**config.mk**
```make
export PLATFORM = sky130hd
export DESIGN_NAME = alu_arbiter
export DESIGN_NICKNAME = d
export VERILOG_FILES = /design/src/rtl/alu_arbiter.sv
export SDC_FILE = /design/constraint.sdc
export NUM_CORES = 1
export LEC_CHECK = 0
export ABC_CLOCK_PERIOD_IN_PS = 2000
export BUFFER_PORTS_ARGS = -buffer_cell sky130_fd_sc_hd__buf_4
export CAP_MARGIN = 20
export CORE_AREA = 2 2 210 212
export CTS_CLUSTER_DIAMETER = 200
export DETAILED_ROUTE_END_ITERATION = 7
export DIE_AREA = 0 0 212 214
export GPL_TIMING_DRIVEN = 0
export SLEW_MARGIN = 20
export SYNTH_ARGS = -nofsm -noshare
export SYNTH_HDL_FRONTEND = slang
export SYNTH_SLANG_ARGS = --single-unit
export TNS_END_PERCENT = 100
```
**constraint.sdc**
```tcl
create_clock -name clk -period 2 [get_ports clk]
set_input_delay 0.4 -clock clk [delete_from_list [all_inputs] [get_ports clk]]
set_output_delay 0.4 -clock clk [all_outputs]
set_load 0.01 [all_outputs]
```
**src/rtl/alu_arbiter.sv**
```systemverilog
`default_nettype none
// ============================================================================
// Module      : alu_arbiter
// Description : Shares one combinational ALU between two requesters.
//               - Requests are accepted over a valid/ready handshake.
//               - When both requesters are valid, grants alternate round-robin.
//               - Operands and control are held steady on the ALU for an
//                 op-dependent number of cycles.
//               - The captured result and flags are returned on a shared
//                 valid/ready response channel.
//               - Illegal codes and divide-by-zero are answered with an error
//                 response and never reach the ALU.
// Ports       : clk, rst               clock, synchronous active-high reset
//               req_valid/req_ready    per-requester request handshake (2 bits)
//               req_op/req_a/req_b     packed per-requester op code and operands
//               resp_*                 response channel (id, result, flags, err)
//               alu_input_1/2,alu_ctrl drive to the ALU
//               alu_result/zero/ovf    returned by the ALU
// Revision    : 1.0 - initial release
// ============================================================================
module alu_arbiter #(
  parameter int WIDTH   = 64,
  parameter int MUL_LAT = 4,
  parameter int DIV_LAT = 8
) (
  input  logic               clk,
  input  logic               rst,
  input  logic [1:0]         req_valid,
  output logic [1:0]         req_ready,
  input  logic [7:0]         req_op,
  input  logic [2*WIDTH-1:0] req_a,
  input  logic [2*WIDTH-1:0] req_b,
  output logic               resp_valid,
  input  logic               resp_ready,
  output logic               resp_id,
  output logic [WIDTH-1:0]   resp_result,
  output logic               resp_zero,
  output logic               resp_ovf,
  output logic               resp_err,
  output logic [WIDTH-1:0]   alu_input_1,
  output logic [WIDTH-1:0]   alu_input_2,
  output logic [3:0]         alu_ctrl,
  input  logic [WIDTH-1:0]   alu_result,
  input  logic               alu_zero,
  input  logic               alu_ovf
);

  localparam logic [1:0] c_ST_IDLE = 2'd0;
  localparam logic [1:0] c_ST_EXEC = 2'd1;
  localparam logic [1:0] c_ST_RESP = 2'd2;

  localparam logic [3:0] c_OP_AND = 4'b0000;
  localparam logic [3:0] c_OP_OR  = 4'b0001;
  localparam logic [3:0] c_OP_ADD = 4'b0010;
  localparam logic [3:0] c_OP_DIV = 4'b0011;
  localparam logic [3:0] c_OP_SUB = 4'b0110;
  localparam logic [3:0] c_OP_MUL = 4'b0111;
  localparam logic [3:0] c_OP_NOP = 4'b1111;

  localparam int c_MAX_LAT = (MUL_LAT > DIV_LAT) ? MUL_LAT : DIV_LAT;
  localparam int c_CW      = $clog2(c_MAX_LAT + 1);
  localparam logic [c_CW-1:0] c_LAT_MUL = c_CW'(MUL_LAT);
  localparam logic [c_CW-1:0] c_LAT_DIV = c_CW'(DIV_LAT);
  localparam logic [c_CW-1:0] c_LAT_ONE = c_CW'(1);

  logic [1:0]       r_state;
  logic             r_last_grant;
  logic             r_id;
  logic [3:0]       r_op;
  logic [WIDTH-1:0] r_a;
  logic [WIDTH-1:0] r_b;
  logic [c_CW-1:0]  r_cnt;
  logic [WIDTH-1:0] r_res;
  logic             r_zero;
  logic             r_ovf;
  logic             r_err;

  logic             w_grant;
  logic             w_accept;
  logic [3:0]       w_sel_op;
  logic [WIDTH-1:0] w_sel_a;
  logic [WIDTH-1:0] w_sel_b;
  logic             w_legal;
  logic             w_reject;
  logic [c_CW-1:0]  w_lat;

  // On a tie the requester not served last wins; otherwise the single
  // valid requester is granted.
  always_comb begin
    if (req_valid == 2'b11) begin
      w_grant = ~r_last_grant;
    end else begin
      w_grant = ~req_valid[0];
    end
  end

  assign w_accept  = (r_state == c_ST_IDLE) && (|req_valid);
  assign req_ready = w_accept ? (w_grant ? 2'b10 : 2'b01) : 2'b00;

  assign w_sel_op = w_grant ? req_op[7:4] : req_op[3:0];
  assign w_sel_a  = w_grant ? req_a[2*WIDTH-1:WIDTH] : req_a[WIDTH-1:0];
  assign w_sel_b  = w_grant ? req_b[2*WIDTH-1:WIDTH] : req_b[WIDTH-1:0];

  always_comb begin
    w_legal = 1'b0;
    w_lat   = c_LAT_ONE;
    case (w_sel_op)
      c_OP_AND, c_OP_OR, c_OP_ADD, c_OP_SUB: w_legal = 1'b1;
      c_OP_MUL: begin
        w_legal = 1'b1;
        w_lat   = c_LAT_MUL;
      end
      c_OP_DIV: begin
        w_legal = 1'b1;
        w_lat   = c_LAT_DIV;
      end
      default: w_legal = 1'b0;
    endcase
  end

  // Rejected ops bypass the ALU entirely and answer with an error response.
  assign w_reject = !w_legal || ((w_sel_op == c_OP_DIV) && (w_sel_b == '0));

  always_ff @(posedge clk) begin
    if (rst) begin
      r_state      <= c_ST_IDLE;
      r_last_grant <= 1'b1;
      r_id         <= 1'b0;
      r_op         <= c_OP_NOP;
      r_a          <= '0;
      r_b          <= '0;
      r_cnt        <= '0;
      r_res        <= '0;
      r_zero       <= 1'b0;
      r_ovf        <= 1'b0;
      r_err        <= 1'b0;
    end else begin
      case (r_state)
        c_ST_IDLE: begin
          if (w_accept) begin
            r_id <= w_grant;
            r_op <= w_sel_op;
            r_a  <= w_sel_a;
            r_b  <= w_sel_b;
            if (w_reject) begin
              r_res   <= '0;
              r_zero  <= 1'b0;
              r_ovf   <= 1'b0;
              r_err   <= 1'b1;
              r_state <= c_ST_RESP;
            end else begin
              r_cnt   <= w_lat;
              r_state <= c_ST_EXEC;
            end
          end
        end
        c_ST_EXEC: begin
          r_cnt <= r_cnt - c_LAT_ONE;
          // Result is sampled on the last cycle the operands are held.
          if (r_cnt == c_LAT_ONE) begin
            r_res   <= alu_result;
            r_zero  <= alu_zero;
            r_ovf   <= alu_ovf;
            r_err   <= 1'b0;
            r_state <= c_ST_RESP;
          end
        end
        c_ST_RESP: begin
          if (resp_ready) begin
            r_last_grant <= r_id;
            r_state      <= c_ST_IDLE;
          end
        end
        default: r_state <= c_ST_IDLE;
      endcase
    end
  end

  assign resp_valid  = (r_state == c_ST_RESP);
  assign resp_id     = r_id;
  assign resp_result = r_res;
  assign resp_zero   = r_zero;
  assign resp_ovf    = r_ovf;
  assign resp_err    = r_err;

  // Outside execution the ALU sees a no-op with zero operands so its
  // output never toggles spuriously.
  assign alu_ctrl    = (r_state == c_ST_EXEC) ? r_op : c_OP_NOP;
  assign alu_input_1 = (r_state == c_ST_EXEC) ? r_a  : '0;
  assign alu_input_2 = (r_state == c_ST_EXEC) ? r_b  : '0;

endmodule
`default_nettype wire

```
==> summary.md <==
| Metric | Value |
|---|---|
| Worst-path maximum fanout | `5` |
| Synth-to-Final Area Change | `93.57%` |
| Cell area after synthesis | `0.009423 mm2` |
| Most used cell, CP | `buf_6` |
| WL per Instance | `21.93 um` |
| H-Tree Depth | `1` |
| Final Hold Violating Endpoints | `0` |
| Avg Cell Area, Syn | `8.566 um2` |
| RSZ-0062 raised after global routing | `true` |
| CTS tree | `done` |
| Fin crit share | `114.2%` |
| Slowest stage cell, crit path | `nor4_1` |
| R2R setup slack | `-0.23 ns` |
| Pwr Density | `747.8 mW/mm2` |
| Max-slew violations | `0` |
| Met3 WL post-DR | `4.281 mm` |
| Crit Reg-Reg Endpoint | `resp_result[54]` |
| Max VDD drop | `440.0 uV` |
| Warnings from Yosys | `0` |
| Die height | `214 um` |
| Port bufs | `537` |
| Total wire length | `51.43 mm` |
| Final setup margin | `-0.2832 ns` |
| First-pass GRT wire length | `71.24 mm` |
| Status | `finished with violations` |
| Tightest Pin Transition | `0.9293 ns` |
| Vias in the first global route | `11413` |
| Initial drt markers | `861` |
| Ys async rst share | `0%` |
| WL met2 | `25.07 mm` |
| # clock sinks | `207` |
| Initial antenna violation count | `5` |
| FMAX | `0.4380 GHz` |
| Hold EP | `resp_result[34]` |
| Final setup vio count | `247` |
| Congestion Overflow GR | `0` |
| DRC violations left | `0` |
| Worst slew margin | `38.05%` |
| Syn Nets | `1437` |
| Total of max-cap violations | `0` |
| DP Worst Slack | `-1.258 ns` |
| DRT antenna net count | `0` |
| Synth cell types | `46` |
| Worst Reg-to-Reg Cells | `8` |
| Core ar. | `0.04289 mm2` |
| Count leader, synth | `dfxtp_1` |
| CP bufs+invs | `3` |
| Lkg Pwr | `8.035 nW` |
| Tmin final | `2.283 ns` |
| Largest net degree at the start of global routing | `20` |
| Crit-path max cell delay | `0.63 ns` |
| Clk pin slew, worst setup/hold paths | `0.06 ns` |
| Vias per cell | `4.891` |
| Mapped Cells | `1100` |
| Synth top area cells | `dfxtp_1 (44%), and2_1 (8.5%), a22o_1 (6.1%), a311oi_1 (6.0%), a2bb2oi_1 (5.9%)` |
| CP Launch Type | `input port` |
| Worst hold-check path type | `in -> reg` |
| Yosys top cell area share | `43.98%` |
| Layout cell share with drive strength beyond 1 | `55.49%` |
| Top Layer Used | `met5` |
| Post-synth EDFFs | `0` |
| Maximum clock insertion buffer count | `3` |
| Req. time, crit path | `2.43 ns` |
| Worst Path Arrival | `2.71 ns` |
| Hold depth | `2` |
| Starting density of the core | `21.97%` |
| Die ar. | `0.04537 mm2` |
| CP top delay family | `simple AND/OR/NAND/NOR gates` |
| Synth Register Bits | `207` |
| Placed instance area | `0.01420 mm2` |
| Hold Startpoint | `alu_result[34]` |
| Synth area leader | `dfxtp_1` |
| Setup Skew | `0.01277 ns` |
| Seq/Total Area, Yosys | `43.98%` |
| Reg-to-reg startpoint | `r_last_grant` |
| First-pass DRT Iterations | `5` |
| All-Layer GR Usage | `20.81%` |
| CTS Buf Count | `26` |
| Fin area | `0.01824 mm2` |
| Violated checks | `setup timing` |
| Final Wtd Congestion | `0.9289` |
| Clock root cell | `clkbuf_16` |
| Top post-synthesis cells by count | `dfxtp_1 (207), nor2_1 (149), nand2_1 (143), and2_1 (128), clkbuf_1 (82)` |
| Setup CP Type | `in -> reg` |
| Rows | `76` |
| Layout Nets | `2075` |
| Crit end category | `flip-flop` |
| Main synth FF type | `dfxtp_1` |
| Die width | `212 um` |
| DP HPWL | `36.89 mm` |
| WL met1 | `19.93 mm` |
| Worst skew pair latency | `0.54 ns` |
| Vias post-DR | `11469` |
| # IOs | `538` |
| Worst-path cell chain | `buf_4, nor4_1, o2111ai_4, nor4_4, o22a_2, a211oi_4, buf_6, buf_6, a22o_1` |
==> stage by stage <==
stage	TNS, ns	power [mW]	std cells	hold slack (ns)	util [%]
2_1_floorplan	-3.269	6.196	1100	0.4448	-
3_3_place_gp	-269.72	7.516	2222	0.4597	33.11
3_5_place_dp	-256.39	7.575	2222	0.4654	33.12
4_1_cts	-52.65	13.26	2324	0.03240	39.79
5_1_grt	-62.39	14.23	2343	0.03550	42.52
6_report	-45.07	13.64	2345	0.06871	42.53
==> worst register-to-register path, delay by kind of cell (launching register included) <==
kind	cells	cell delay, ns
flip-flops	1	0.33
buffers and inverters	2	0.34
AND/OR/NAND/NOR	2	0.75
AO/OA/AOI/OAI	4	0.72
==> cell type report <==
class                   instances  area [um2]
fillers                      4180       24650
multi-input cells             785        5899
repair buffers                620        5615
flip-flops and latches        207        4153
plain buffers                  90       910.9
clock buffers                  38       777.0
well taps                     585       732.0
clock inverters                 9       110.1
inverters                       8       35.03
diodes                          3       7.507
==> placed cells by master (no fill, tap or decap), types with 4 or more instances in the layout <==
cell type	instances
a311oi_1	62
buf_6	139
buf_12	19
nor4_1	20
or2_4	6
buf_4	447
nor3_1	7
a2bb2oi_1	33
nor2_1	143
or4_1	6
nand2_1	142
buf_2	6
o21ai_0	4
a21oi_1	4
clkbuf_8	11
dfxtp_1	204
clkbuf_16	50
buf_8	23
nand4_1	4
nor2_4	5
and2_4	115
clkbuf_2	14
clkbuf_1	31
a2bb2oi_2	31
nor4_4	6
and2_1	13
inv_1	6
nand3_1	4
a22oi_2	61
a22o_1	66
buf_1	6
==> flip-flops by register name, summed over array words and instances (netlist names) <==
name,cells
resp_id,1
r_state,2
resp_err,1
resp_ovf,1
r_op,4
r_a,64
r_cnt,4
r_b,64
resp_zero,1
r_last_grant,1
resp_result,64
==> worst max path at each step <==
stage	startpoint	endpoint	slack (ns)	cells past startpoint
2_1_floorplan	req_b[11]	resp_result[23]	-0.08	8
3_3_place_gp	req_valid[1]	r_a[0]	-1.24	8
3_5_place_dp	req_valid[1]	r_a[0]	-1.26	8
4_1_cts	r_state[0]	req_ready[1]	-0.34	6
5_1_grt	r_last_grant	resp_result[56]	-0.35	8
6_report	req_b[92]	resp_result[54]	-0.28	9
==> cell families after synthesis <==
family                   after synthesis  share of synthesized area [%]
multiplexers                           3                         0.3187
adder cells (fa/ha/maj)                2                         0.2655
AND/OR/NAND/NOR                      488                          24.92
buffers and inverters                109                          4.820
AO/OA/AOI/OAI                        291                          25.69
flip-flops                           207                          43.98
==> report_power, final <==
part           total (mW)  switching [mW]  internal [mW]
combinational        3.98            1.89           2.09
sequential           4.76           0.245           4.51
clock                4.90            1.95           2.95
total                13.6            4.09           9.55
==> repair_timing <==
| item | in CTS | in global routing |
|---|---|---|
| hold endpoints to repair | 0 | 0 |
| pin swaps | 76 | 130 |
| gates cloned | 18 | 13 |
| setup endpoints to repair | 341 | 328 |
| setup buffers | 41 | 19 |
| hold buffers | 0 | 0 |
| resized for setup | 348 | 272 |
==> per-layer routing <==
| metal | vias to the layer above | track usage, % |
|---|---|---|
| met2 | 570 | 36.20 |
| met4 | 4 | 8.615 |
| li1 | 5282 | - |
| met5 | - | 0 |
| met1 | 5494 | 24.11 |
| met3 | 119 | 5.263 |
No activity file was read; power rests on OpenSTA's default activity.
